==> src/rtl/fib_scan_seq.sv <==
// Clocked scan controller for the 4-bit Fibonacci detector: sweeps lo..hi, tallies qualified hits.
// Optional FIB_SCAN_STALL_EN adds a ready_i input that stalls the sweep while low.
module fib_scan_seq #(
  parameter int unsigned CODE_W    = 4,
  parameter int unsigned CNT_W     = 5,
  parameter int unsigned VALID_MAX = 9
) (
  input  logic              clk_i,
  input  logic              rst_i,
  input  logic              start_i,
  input  logic [CODE_W-1:0] lo_i,
  input  logic [CODE_W-1:0] hi_i,
  input  logic              isfib_i,
`ifdef FIB_SCAN_STALL_EN
  input  logic              ready_i,
`endif
  output logic [CODE_W-1:0] code_o,
  output logic              code_valid_o,
  output logic              busy_o,
  output logic              done_o,
  output logic [CNT_W-1:0]  hit_cnt_o,
  output logic [CNT_W-1:0]  chk_cnt_o,
  output logic [CODE_W-1:0] last_hit_o
);

  typedef enum logic [1:0] {StIdle, StScan, StDone} state_e;

  localparam logic [CODE_W-1:0] ValidMax = CODE_W'(VALID_MAX);

  state_e             state_q, state_d;
  logic [CODE_W-1:0]  code_q, code_d;
  logic [CODE_W-1:0]  hi_q, hi_d;
  logic [CNT_W-1:0]   hit_cnt_q, hit_cnt_d;
  logic [CNT_W-1:0]   chk_cnt_q, chk_cnt_d;
  logic [CODE_W-1:0]  last_hit_q, last_hit_d;
  logic               advance;
  logic               hit;

`ifdef FIB_SCAN_STALL_EN
  assign advance = ready_i;
`else
  assign advance = 1'b1;
`endif

  // Range gate first so an undefined isfib above ValidMax is masked out.
  assign hit = (code_q <= ValidMax) && (isfib_i == 1'b1);

  always_comb begin
    state_d    = state_q;
    code_d     = code_q;
    hi_d       = hi_q;
    hit_cnt_d  = hit_cnt_q;
    chk_cnt_d  = chk_cnt_q;
    last_hit_d = last_hit_q;
    unique case (state_q)
      StIdle: begin
        if (start_i) begin
          hi_d       = hi_i;
          code_d     = lo_i;
          hit_cnt_d  = '0;
          chk_cnt_d  = '0;
          last_hit_d = '0;
          state_d    = (lo_i <= hi_i) ? StScan : StDone;
        end
      end
      StScan: begin
        if (advance) begin
          chk_cnt_d = chk_cnt_q + CNT_W'(1);
          if (hit) begin
            hit_cnt_d  = hit_cnt_q + CNT_W'(1);
            last_hit_d = code_q;
          end
          // Compare before incrementing so hi at the top of the range never wraps.
          if (code_q == hi_q) begin
            state_d = StDone;
          end else begin
            code_d = code_q + CODE_W'(1);
          end
        end
      end
      StDone:  state_d = StIdle;
      default: state_d = StIdle;
    endcase
  end

  always_ff @(posedge clk_i or posedge rst_i) begin
    if (rst_i) begin
      state_q    <= StIdle;
      code_q     <= '0;
      hi_q       <= '0;
      hit_cnt_q  <= '0;
      chk_cnt_q  <= '0;
      last_hit_q <= '0;
    end else begin
      state_q    <= state_d;
      code_q     <= code_d;
      hi_q       <= hi_d;
      hit_cnt_q  <= hit_cnt_d;
      chk_cnt_q  <= chk_cnt_d;
      last_hit_q <= last_hit_d;
    end
  end

  assign code_o       = code_q;
  assign code_valid_o = (state_q == StScan);
  assign busy_o       = (state_q != StIdle);
  assign done_o       = (state_q == StDone);
  assign hit_cnt_o    = hit_cnt_q;
  assign chk_cnt_o    = chk_cnt_q;
  assign last_hit_o   = last_hit_q;

endmodule

==> config.mk <==
export PLATFORM = sky130hd
export DESIGN_NAME = fib_scan_seq
export DESIGN_NICKNAME = d
export VERILOG_FILES = /design/src/rtl/fib_scan_seq.sv
export SDC_FILE = /design/constraint.sdc
export NUM_CORES = 1
export LEC_CHECK = 0
export CAP_MARGIN = 10
export CORE_MARGIN = 3
export CORE_UTILIZATION = 52
export DETAILED_ROUTE_END_ITERATION = 8
export PLACE_DENSITY = 0.84
export SETUP_SLACK_MARGIN = 0.05
export SYNTH_ARGS = -nofsm -noshare
export SYNTH_HDL_FRONTEND = slang
export SYNTH_SLANG_ARGS = --single-unit
==> constraint.sdc <==
create_clock -name clk_i -period 4.1 [get_ports clk_i]
set_input_delay 0.41 -clock clk_i [delete_from_list [all_inputs] [get_ports clk_i]]
set_output_delay 0.41 -clock clk_i [all_outputs]
set_load 0.05 [all_outputs]
==> run metrics <==
status=complete, no violations; die height=56.0 µm; fin crit share=59.7%; Synth Area in Adders=8.68%; Final setup viols=0; fin area=1680 µm²; CTS buffer count=3; Resized Gates After CTS=0; input/output buffers=32; HPWL after DPL=2.25 mm; Simple-Gate Fraction of Synth Area=15.0%; drt pass-1 iters=4; clk_lat worst skew=310 ps; area of the multi-input gates=642 µm²; maximum clock path buffer count=2; endpoints failing hold=0; Root Driver=clkbuf_4; gpl congestion=0.751; # IOs=33; vias in the first global route=1043; post-synth top area cell=dfrtp_1; CP Class=register to output pin; share of the synthesized area in compound gates (AO/OA/AOI/OAI)=15.9%; max-slew violation count=0; crit end category=output pin; setup repair after global routing missed its margin=false; Yosys top cell area share=46.3%; fin nets=183; post-synthesis cell type count=34; Final ANT Viol Nets=0; number of synthesized register bits=24; drt wl/cell=15.8 µm; vias per cell=5.79; htree depth=1; multiplexer share of the synthesized area=5.79%; Cell Area, Synth=1300 µm²; first-pass GRT wire length=4.84 mm; share of post-route cells with drive strength above 1=8.07%; xor/xnor share of the synthesized area=4.05%; Starting DRT DRC Count=37; total chip power=1.46 mW; Hold WC Path Type=register to register; Slew HR=37.6%; Total Neg Setup Slack=0 ps; Synth Warn #=0; synthesized area per cell=10.2 µm²; die extent in x=56.0 µm; critical path launch point type=register; Fill cells=185; required time of the critical path=3690 ps; Final Skew=3.60 ps; final WL=2.99 mm; crit-path max FO=10; fin util=73.1%; P&R area growth vs syn=29.4%; die area=3130 µm²; CTS tree=yes; setup bufs post-CTS=0; Worst Path Arrival=2040 ps; starting density of the core=56.5%; Post-route DRC=0; Reg clk slew, reported paths=130 ps; via count=1094; sequential cell area=601 µm²; PwrDens=867 nW/µm²; Syn Nets=148; sequential area share after synthesis=46.3%; Worst-Margin Slew=935 ps; cells after synthesis=127; Hold WS=514 ps; Max Cap Violations=0; placed cell area=1640 µm²; largest net degree at the start of global routing=25; worst slack, placed=2040 ps; main area contributors after synthesis=dfrtp_1, ha_1, mux2_2; row count=17; initial antenna violation count=0; Final Critical Period=2450 ps; cell count after placement=185; grt total ovfl=0; VDD IR-drop max=0.530 mV; hold_buf cts=0; Static Leak=0.779 nW; Post-Layout Cell Count=189; ant diodes=0; largest family of logic cells by synthesized area=compound AO/OA/AOI/OAI gates; Max Fclk=0.409 GHz; CORE AREA=2300 µm²; CTS Sinks=24; min setup slack post-route=1650 ps; All-Layer GR Usage=19.7%
## worst max-delay path, stage by stage (launching register included)
cell             delay (ps)
dfrtp_1                 450
nand2b_1                220
inv_2                   210
clkdlybuf4s50_1         840
## path summary, 6_finish.rpt
kind | from | to | slack, ps | cells past startpoint
worst min register to register | chk_cnt_o[4] | chk_cnt_o[4] | 510 | 1
worst max register to register | code_o[0] | last_hit_o[3] | 2060 | 6
max in group asynchronous | rst_i | hi_q[2] | 2950 | 2
worst min-delay path | chk_cnt_o[4] | chk_cnt_o[4] | 510 | 1
worst max-delay path | state_q[1] | code_valid_o | 1650 | 3
min in group asynchronous | rst_i | hit_cnt_o[2] | 580 | 2
## synth_stat cells
cell	number
nor2_1	5
o221a_2	1
a22o_1	4
mux2_2	4
o21ai_0	7
nor2_2	2
nand3_1	8
o2bb2ai_1	1
a21oi_1	5
nand4_1	2
a211oi_1	2
inv_2	1
nand2b_1	1
buf_2	2
xnor2_1	2
o21bai_1	2
mux2i_1	3
nand2_1	12
and2_1	1
a22oi_1	1
o22ai_1	2
nor2b_1	2
or3_1	1
nor4_1	1
a31oi_1	1
o211ai_1	1
nand3b_1	1
o41ai_4	1
and4_1	1
inv_1	11
xor2_1	4
dfrtp_1	24
or2_1	2
ha_1	9
## state kept, by name (all words and copies together), names as in the netlist
name,count
hi_q,4
state_q,2
last_hit_o,4
chk_cnt_o,5
hit_cnt_o,5
code_o,4
## cells by family (layout without fill, tap and decap cells)
logic type               count (synthesis)  after routing
AO/OA/AOI/OAI                           28             28
multiplexers                             7              7
buffers and inverters                   14             48
flip-flops                              24             24
AND/OR/NAND/NOR                         39             39
XOR/XNOR                                 6              6
adder cells (fa/ha/maj)                  9              9
## cell usage in the layout (no fill, tap or decap), types with 2 or more instances in the layout
cell type and count:
a211oi_1 2, o21bai_1 2, nand4_1 2, nor2_2 2, ha_1 9, mux2i_1 3, a21oi_1 5, xnor2_1 2
nand3_1 8, nor2_1 5, clkdlybuf4s50_1 32, a22o_1 4, dfrtp_1 24, inv_1 11, clkbuf_4 3, o22ai_1 2
xor2_1 4, nor2b_1 2, or2_1 2, mux2_2 4, o21ai_0 7, nand2_1 12
## final cells by class
cell class,count,share of cell area [%]
inverters,12,2.68
well taps,28,2.09
flip-flops and latches,24,35.8
repair buffers,32,19.1
clock buffers,4,2.16
multi-input cells,89,38.2
## power breakdown
group          switching, mW  internal [mW]  total, mW
logic                  0.569          0.320      0.889
registers              0.112          0.328      0.441
clock network         0.0718         0.0543      0.126
## metal layers
layer	GRT usage (%)	up-vias	share of wire, %
li1	-	515	-
met1	25.0	532	43
met2	33.3	41	50
met3	3.02	6	6.5
met4	8.14	0	1.2
met5	0	-	0
No activity file was read; power rests on OpenSTA's default activity.
